[config.mk]
export PLATFORM = sky130hd
export DESIGN_NAME = vip_dehaze_recover
export DESIGN_NICKNAME = d
export VERILOG_FILES = /design/src/rtl/vip_dehaze_pkg.sv /design/src/rtl/vip_atm_light_est.sv /design/src/rtl/vip_dehaze_recover.sv
export SDC_FILE = /design/constraint.sdc
export NUM_CORES = 2
export LEC_CHECK = 0
export ABC_AREA = 0
export CORE_MARGIN = 5
export CORE_UTILIZATION = 67
export CTS_BUF_LIST = sky130_fd_sc_hd__clkbuf_16
export CTS_CLUSTER_SIZE = 25
export DETAILED_ROUTE_END_ITERATION = 6
export DONT_BUFFER_PORTS = 1
export PLACE_DENSITY = 0.83
export SETUP_SLACK_MARGIN = 0.3
export SYNTH_ARGS = -nofsm -noshare
export SYNTH_HDL_FRONTEND = slang
export SYNTH_HIERARCHICAL = 1
export SYNTH_SLANG_ARGS = --single-unit
[constraint.sdc]
create_clock -name clk -period 6.4 [get_ports clk]
set_input_delay 0.96 -clock clk [delete_from_list [all_inputs] [get_ports clk]]
set_output_delay 0.96 -clock clk [all_outputs]
set_load 0.1 [all_outputs]
[src/rtl/vip_dehaze_pkg.sv]
// rtl/vip_dehaze_pkg.sv - shared mode encodings and reciprocal-ROM generator for the dehaze recovery path
package vip_dehaze_pkg;

  typedef enum logic [1:0] {
    MODE_DEHAZE = 2'd0,
    MODE_BYPASS = 2'd1,
    MODE_TVIEW  = 2'd2,
    MODE_AVIEW  = 2'd3
  } mode_e;

  // floor(full_scale * 2^frac / tc); index 0 is unreachable behind the T0 floor
  function automatic longint recip_calc(input int dw, input int frac, input int tc);
    longint num;
    num = ((longint'(1) << dw) - 1) << frac;
    if (tc == 0) return num;
    return num / tc;
  endfunction

endpackage

[src/rtl/vip_atm_light_est.sv]
// rtl/vip_atm_light_est.sv - per-frame atmospheric-light estimator and frame-boundary config latch
module vip_atm_light_est
  import vip_dehaze_pkg::*;
#(
  parameter int DW      = 8,
  parameter int A_FLOOR = 64
) (
  input  logic          clk,
  input  logic          reset_p,
  input  logic          vsync,
  input  logic          clken,
  input  logic [DW-1:0] dark,
  input  logic [1:0]    cfg_mode,
  input  logic          cfg_a_manual,
  input  logic [DW-1:0] cfg_a_value,
  output logic [DW-1:0] a_use,
  output logic [1:0]    mode_use,
  output logic [DW-1:0] atm_light
);
  localparam logic [DW-1:0] A_FLOOR_V = DW'(A_FLOOR);

  logic          vsync_prev_q, vsync_prev_d;
  logic [DW-1:0] frame_max_q, frame_max_d;
  logic          frame_seen_q, frame_seen_d;
  logic [DW-1:0] a_est_q, a_est_d;
  logic [1:0]    mode_q, mode_d;
  logic          manual_q, manual_d;
  logic [DW-1:0] a_value_q, a_value_d;
  logic          frame_start;

  always_comb begin
    frame_start  = vsync & ~vsync_prev_q;
    vsync_prev_d = vsync;
    frame_max_d  = frame_max_q;
    frame_seen_d = frame_seen_q;
    a_est_d      = a_est_q;
    mode_d       = mode_q;
    manual_d     = manual_q;
    a_value_d    = a_value_q;
    if (frame_start) begin
      frame_max_d  = clken ? dark : '0;
      frame_seen_d = 1'b1;
      if (frame_seen_q) a_est_d = (frame_max_q > A_FLOOR_V) ? frame_max_q : A_FLOOR_V;
      mode_d    = cfg_mode;
      manual_d  = cfg_a_manual;
      a_value_d = cfg_a_value;
    end else if (clken && (dark > frame_max_q)) begin
      frame_max_d = dark;
    end
    // Next-state view lets a pixel arriving on the frame-start cycle use the new frame's settings
    a_use     = manual_d ? a_value_d : a_est_d;
    mode_use  = mode_d;
    atm_light = manual_q ? a_value_q : a_est_q;
  end

  always_ff @(posedge clk) begin
    // vsync_prev follows the input even in reset so a frame already in progress is not seen as a new start
    vsync_prev_q <= vsync_prev_d;
    if (reset_p) begin
      frame_max_q  <= '0;
      frame_seen_q <= 1'b0;
      a_est_q      <= '1;
      mode_q       <= MODE_DEHAZE;
      manual_q     <= 1'b0;
      a_value_q    <= '0;
    end else begin
      frame_max_q  <= frame_max_d;
      frame_seen_q <= frame_seen_d;
      a_est_q      <= a_est_d;
      mode_q       <= mode_d;
      manual_q     <= manual_d;
      a_value_q    <= a_value_d;
    end
  end

endmodule

[src/rtl/vip_dehaze_recover.sv]
// rtl/vip_dehaze_recover.sv - 3-stage scene recovery J = A + (I - A) / max(t, T0)
module vip_dehaze_recover
  import vip_dehaze_pkg::*;
#(
  parameter int DW      = 8,
  parameter int CH      = 3,
  parameter int FRAC    = 8,
  parameter int T0      = 26,
  parameter int A_FLOOR = 64
) (
  input  logic             clk,
  input  logic             reset_p,
  input  logic             per_frame_vsync,
  input  logic             per_frame_href,
  input  logic             per_frame_clken,
  input  logic [CH*DW-1:0] per_img_data,
  input  logic [DW-1:0]    per_img_dark,
  input  logic [DW-1:0]    per_transmission,
  input  logic [1:0]       cfg_mode,
  input  logic             cfg_a_manual,
  input  logic [DW-1:0]    cfg_a_value,
  output logic             post_frame_vsync,
  output logic             post_frame_href,
  output logic             post_frame_clken,
  output logic [CH*DW-1:0] post_img_data,
  output logic [DW-1:0]    atm_light
);
  localparam int RW = DW + FRAC;
  localparam int PW = 2 * DW + FRAC + 1;
  localparam logic [DW-1:0] T0_V = DW'(T0);
  localparam logic signed [PW-1:0] MAX_V = $signed({{(PW-DW){1'b0}}, {DW{1'b1}}});

  logic [DW-1:0] a_use;
  logic [1:0]    mode_use;

  vip_atm_light_est #(.DW(DW), .A_FLOOR(A_FLOOR)) u_est (
    .clk          (clk),
    .reset_p      (reset_p),
    .vsync        (per_frame_vsync),
    .clken        (per_frame_clken),
    .dark         (per_img_dark),
    .cfg_mode     (cfg_mode),
    .cfg_a_manual (cfg_a_manual),
    .cfg_a_value  (cfg_a_value),
    .a_use        (a_use),
    .mode_use     (mode_use),
    .atm_light    (atm_light)
  );

  logic [RW-1:0] recip_rom [2**DW];
  for (genvar g = 0; g < 2**DW; g++) begin : g_rom
    localparam longint RV = recip_calc(DW, FRAC, g);
    assign recip_rom[g] = RV[RW-1:0];
  end

  logic [2:0]             sync1_q, sync1_d, sync2_q, sync2_d, sync3_q, sync3_d;
  logic signed [DW:0]     d1_q [CH];
  logic [DW:0]            d1_d [CH];
  logic [RW-1:0]          r1_q, r1_d;
  logic [DW-1:0]          tc1_q, tc1_d, tc2_q, tc2_d, a1_q, a1_d, a2_q, a2_d;
  logic [1:0]             mode1_q, mode1_d, mode2_q, mode2_d;
  logic [CH*DW-1:0]       img1_q, img1_d, img2_q, img2_d, pix_q, pix_d;
  logic signed [PW-1:0]   p2_q [CH];
  logic signed [PW-1:0]   p2_d [CH];
  logic signed [PW-1:0]   acc [CH];

  always_comb begin
    sync1_d = {per_frame_vsync, per_frame_href, per_frame_clken};
    tc1_d   = (per_transmission < T0_V) ? T0_V : per_transmission;
    r1_d    = recip_rom[tc1_d];
    a1_d    = a_use;
    mode1_d = mode_use;
    img1_d  = per_img_data;
    for (int k = 0; k < CH; k++) d1_d[k] = {1'b0, per_img_data[k*DW +: DW]} - {1'b0, a_use};

    sync2_d = sync1_q;
    tc2_d   = tc1_q;
    a2_d    = a1_q;
    mode2_d = mode1_q;
    img2_d  = img1_q;
    for (int k = 0; k < CH; k++)
      p2_d[k] = $signed({{(PW-DW-1){d1_q[k][DW]}}, d1_q[k]}) * $signed({{(PW-RW){1'b0}}, r1_q});

    sync3_d = sync2_q;
    pix_d   = pix_q;
    for (int k = 0; k < CH; k++) begin
      acc[k] = $signed({{(PW-DW){1'b0}}, a2_q}) + (p2_q[k] >>> FRAC);
      if (sync2_q[0]) begin
        case (mode2_q)
          MODE_BYPASS: pix_d[k*DW +: DW] = img2_q[k*DW +: DW];
          MODE_TVIEW:  pix_d[k*DW +: DW] = tc2_q;
          MODE_AVIEW:  pix_d[k*DW +: DW] = a2_q;
          default: begin
            if (acc[k] < 0)          pix_d[k*DW +: DW] = '0;
            else if (acc[k] > MAX_V) pix_d[k*DW +: DW] = '1;
            else                     pix_d[k*DW +: DW] = acc[k][DW-1:0];
          end
        endcase
      end
    end
  end

  always_ff @(posedge clk) begin
    if (reset_p) begin
      sync1_q <= '0; sync2_q <= '0; sync3_q <= '0;
      r1_q    <= '0; tc1_q <= '0; tc2_q <= '0; a1_q <= '0; a2_q <= '0;
      mode1_q <= '0; mode2_q <= '0; img1_q <= '0; img2_q <= '0; pix_q <= '0;
      for (int k = 0; k < CH; k++) begin
        d1_q[k] <= '0;
        p2_q[k] <= '0;
      end
    end else begin
      sync1_q <= sync1_d; sync2_q <= sync2_d; sync3_q <= sync3_d;
      r1_q    <= r1_d; tc1_q <= tc1_d; tc2_q <= tc2_d; a1_q <= a1_d; a2_q <= a2_d;
      mode1_q <= mode1_d; mode2_q <= mode2_d; img1_q <= img1_d; img2_q <= img2_d; pix_q <= pix_d;
      for (int k = 0; k < CH; k++) begin
        d1_q[k] <= $signed(d1_d[k]);
        p2_q[k] <= p2_d[k];
      end
    end
  end

  assign {post_frame_vsync, post_frame_href, post_frame_clken} = sync3_q;
  assign post_img_data = pix_q;

endmodule
==> run_results.csv <==
group,metric,value,unit
logic_synthesis,synth-seq-cells,240,
routing,drt_first_pass_iters,6,
critical_path,critPathLaunch,"d1_q[0][18]",
power,switching_share,0.4509,
clock_tree,htreeDepth,1,
logic_synthesis,synthArstFlopShare,0,
placed_design,place_area,26050,um^2
timing,tightest_slew,1299,ps
timing,fin_tns_setup,0,ps
worst_hold_path,holdPathStages,0,
routing,wl_per_cell,22.37,um
logic_synthesis,seq_area_frac_synth,0.1865,
final_layout,stdcell_count,3353,
global_route,track_usage,0.3538,
power,power_switching,3.593,mW
final_layout,drive_gt1_frac,0.04718,
timing,rsz0062_at_grt,"no",
power,p_comb_frac,0.544,
critical_path,r2r-start,"d1_q[0][18]",
global_route,grt_pass1_wl,119000,um
placed_design,place_inst,3301,
timing,drv_slew,0,
logic_synthesis,yosys_warnings,6,
power,clockPowerShare,0.191,
placed_design,pre_cts_ws,725.8,ps
clock_tree,cts_setup_buffers,0,
timing,hold_viol_final,0,
die,start_util,0.6809,
logic_synthesis,yosysUniqueCellTypes,99,
clock_tree,cts_resized,0,
final_layout,syn2layout_area_growth,4.448,%
logic_synthesis,avgSynthCellArea,8.857,um^2
placed_design,gp_congestion,0.9802,
placed_design,hpwl,56930,um
logic_synthesis,yosys.area_share.simple,0.2002,
clock_tree,clk_pin_slew,60,ps
logic_synthesis,synth_compound_area_frac,0.1481,
die,die_h,206.1,um
clock_tree,clkLatencyLatePin,570,ps
clock_tree,clk_path_buf_depth,3,
routing,route.detailed.drc,0,
logic_synthesis,synth_xor_xnor_area_share,0.02277,
timing,period_minus_slack,5724,ps
status,status,"finished, final reports clean",
power,ir_drop,0.3732,mV
logic_synthesis,yosysMostFrequentCell,"fa_1",
timing,finClkSkew,9.215,ps
worst_hold_path,hold_start,"per_frame_vsync",
worst_hold_path,worstHoldPathType,"in2reg",
timing,setup_ws,676.5,ps
routing,wirelength,75020,um
power,power_leakage,12.88,nW
clock_tree,cts_root_buf,"clkbuf_16",
clock_tree,cts_buffers,27,
logic_synthesis,netlist_instances,2909,
logic_synthesis,yosysTopAreaCell,"fa_1",
logic_synthesis,synthTopCellsByCount,"fa_1 (300), nand2_1 (293), inv_1 (287), ha_1 (252), dfxtp_1 (240)",
logic_synthesis,yosysTopAreaCellShare,0.2331,
clock_tree,cts_tree,"done",
global_route,grt_max_degree,237,
critical_path,end_kind,"register",
critical_path,rr_worst_depth,18,
logic_synthesis,synth_flop_cell,"dfxtp_1",
logic_synthesis,synth_edf_count,0,
routing,vias,21320,
critical_path,worstSetupPathType,"reg2reg",
logic_synthesis,synth.area.top_cells,"fa_1 (23%), dfxtp_1 (19%), ha_1 (12%)",
timing,slew_headroom,0.1323,
power,report.power.total,7.969,mW
timing,post-route-period-util,0.8943,
power,intPower,4.376,mW
global_route,antenna_found_initial,2,
final_layout,stdcell_area,26910,um^2
die,ios,91,
critical_path,start_kind,"register",
logic_synthesis,netlist_area,25770,um^2
timing,max_freq,174.7,MHz
critical_path,worst_ep_arrival_time,6180,ps
die,fp-row-count,71,
die,coreArea,37840,um^2
timing,whs,409.5,ps
logic_synthesis,synth-adder-area-share,0.3555,
logic_synthesis,yosys-mux-area-fraction,0.01991,
final_layout,fillers,2901,
routing,via_per_inst,6.359,
critical_path,crit_required,6850,ps
power,sequentialPowerShare,0.265,
clock_tree,cts.sinks,240,
die,die_x,206.1,um
logic_synthesis,synth_top_family_by_area,"adder cells",
die,die-area,42480,um^2
critical_path,path_max_fanout,15,
clock_tree,ctsHoldBuffers,0,
placed_design,portBuffers,0,
power,p_per_area,296.1,nW/um^2
global_route,grt_pass1_vias,21710,
routing,drt_iter0_markers,2119,
final_layout,fin_util,0.7111,
global_route,overflow,0,
job,drv_cap,0,
final_layout,fin_nets,3427,
routing,ant_nets,0,
timing,finalSetupViolations,0,
layer usage:
layer	up-vias	GRT usage	share of wire	wire (um)
met3	266	0.06779	0.088	6623
li1	9556	-	-	-
met2	1106	0.5856	0.47	35300
met4	4	0.1557	0.052	3893
met5	-	0	0.00045	34
met1	10390	0.4541	0.39	29170
flip-flops by register name, indices dropped and copies added (netlist names), 8 cells and up:
register / flops
u_est/a_value_q: 8
img1_q: 24
d1_q: 27
img2_q: 24
p2_q: 51
u_est/frame_max_q: 8
a1_q: 8
tc1_q: 8
tc2_q: 8
u_est/a_est_q: 8
r1_q: 16
a2_q: 8
post_img_data: 24
layout make-up:
cell class	instances	area (um^2)	area share
Clock buffer	27	675.6	0.02511
Inverter	291	1092	0.04059
Tap cell	511	639.4	0.02376
Multi-Input combinational cell	2225	19250	0.7155
Timing Repair Buffer	34	255.2	0.009484
Clock inverter	23	185.2	0.006881
Sequential cell	240	4805	0.1785
Antenna cell	2	5.005	0.0001860
power by group through the flow:
stage	clock, mW	sequential, mW	combinational, mW
floorplan	0	1.93	3.27
global placement	0	2.12	4.09
global route	1.59	2.13	4.84
detailed placement	0	2.13	4.27
finish	1.52	2.11	4.33
CTS	1.53	2.10	4.32
worst paths after layout:
kind / endpoint / slack (ps)
max: p2_q[0][70] / 680
max reg2reg: p2_q[0][70] / 680
min: u_est/vsync_prev_q / 410
min reg2reg: img2_q[5] / 440
critical path, stage by stage (launching register included):
cell,delay [ps]
dfxtp_1,650
nand2_1,160
fa_1,560
inv_1,50
fa_1,500
inv_1,50
fa_1,530
inv_1,50
fa_1,450
ha_1,300
ha_1,320
a21o_1,190
a2111o_1,430
o21ba_2,270
o2111a_1,310
or3_1,360
a21oi_1,190
xor2_1,180
nor2_1,50
cell usage in the layout (no fill, tap or decap), types with 8 or more instances in the layout:
master	synthesis	layout
a211o_1	16	16
a211oi_1	51	51
a21boi_0	17	17
a21o_1	33	33
a21oi_1	113	113
a221oi_1	11	11
a311oi_1	13	13
a31oi_1	20	20
and2_1	206	206
and3_1	21	21
buf_4	1	34
clkbuf_16	0	27
dfxtp_1	240	240
fa_1	300	300
ha_1	252	252
inv_1	287	290
mux2_2	12	12
mux2i_1	31	31
nand2_1	293	293
nand2b_1	38	38
nand3_1	26	26
nand4_1	9	9
nor2_1	176	175
nor2b_1	138	136
nor3_1	50	50
nor3b_1	8	8
o211ai_1	32	32
o21a_1	16	16
o21ai_0	87	87
o21bai_1	14	14
o221ai_1	13	13
o22ai_1	10	10
o31ai_1	10	10
or3_1	8	8
xnor2_1	42	42
xor2_1	25	25
cell families (layout without fill, tap and decap cells):
group           after synthesis  count (layout)
other cells                   1               6
buf+inv                     447             375
fa+ha+maj                   552             552
xor+xnor                     67              67
flops                       240             240
compound gates              544             544
mux                          47              47
simple gates               1011            1011
No activity file was read; power rests on OpenSTA's default activity.
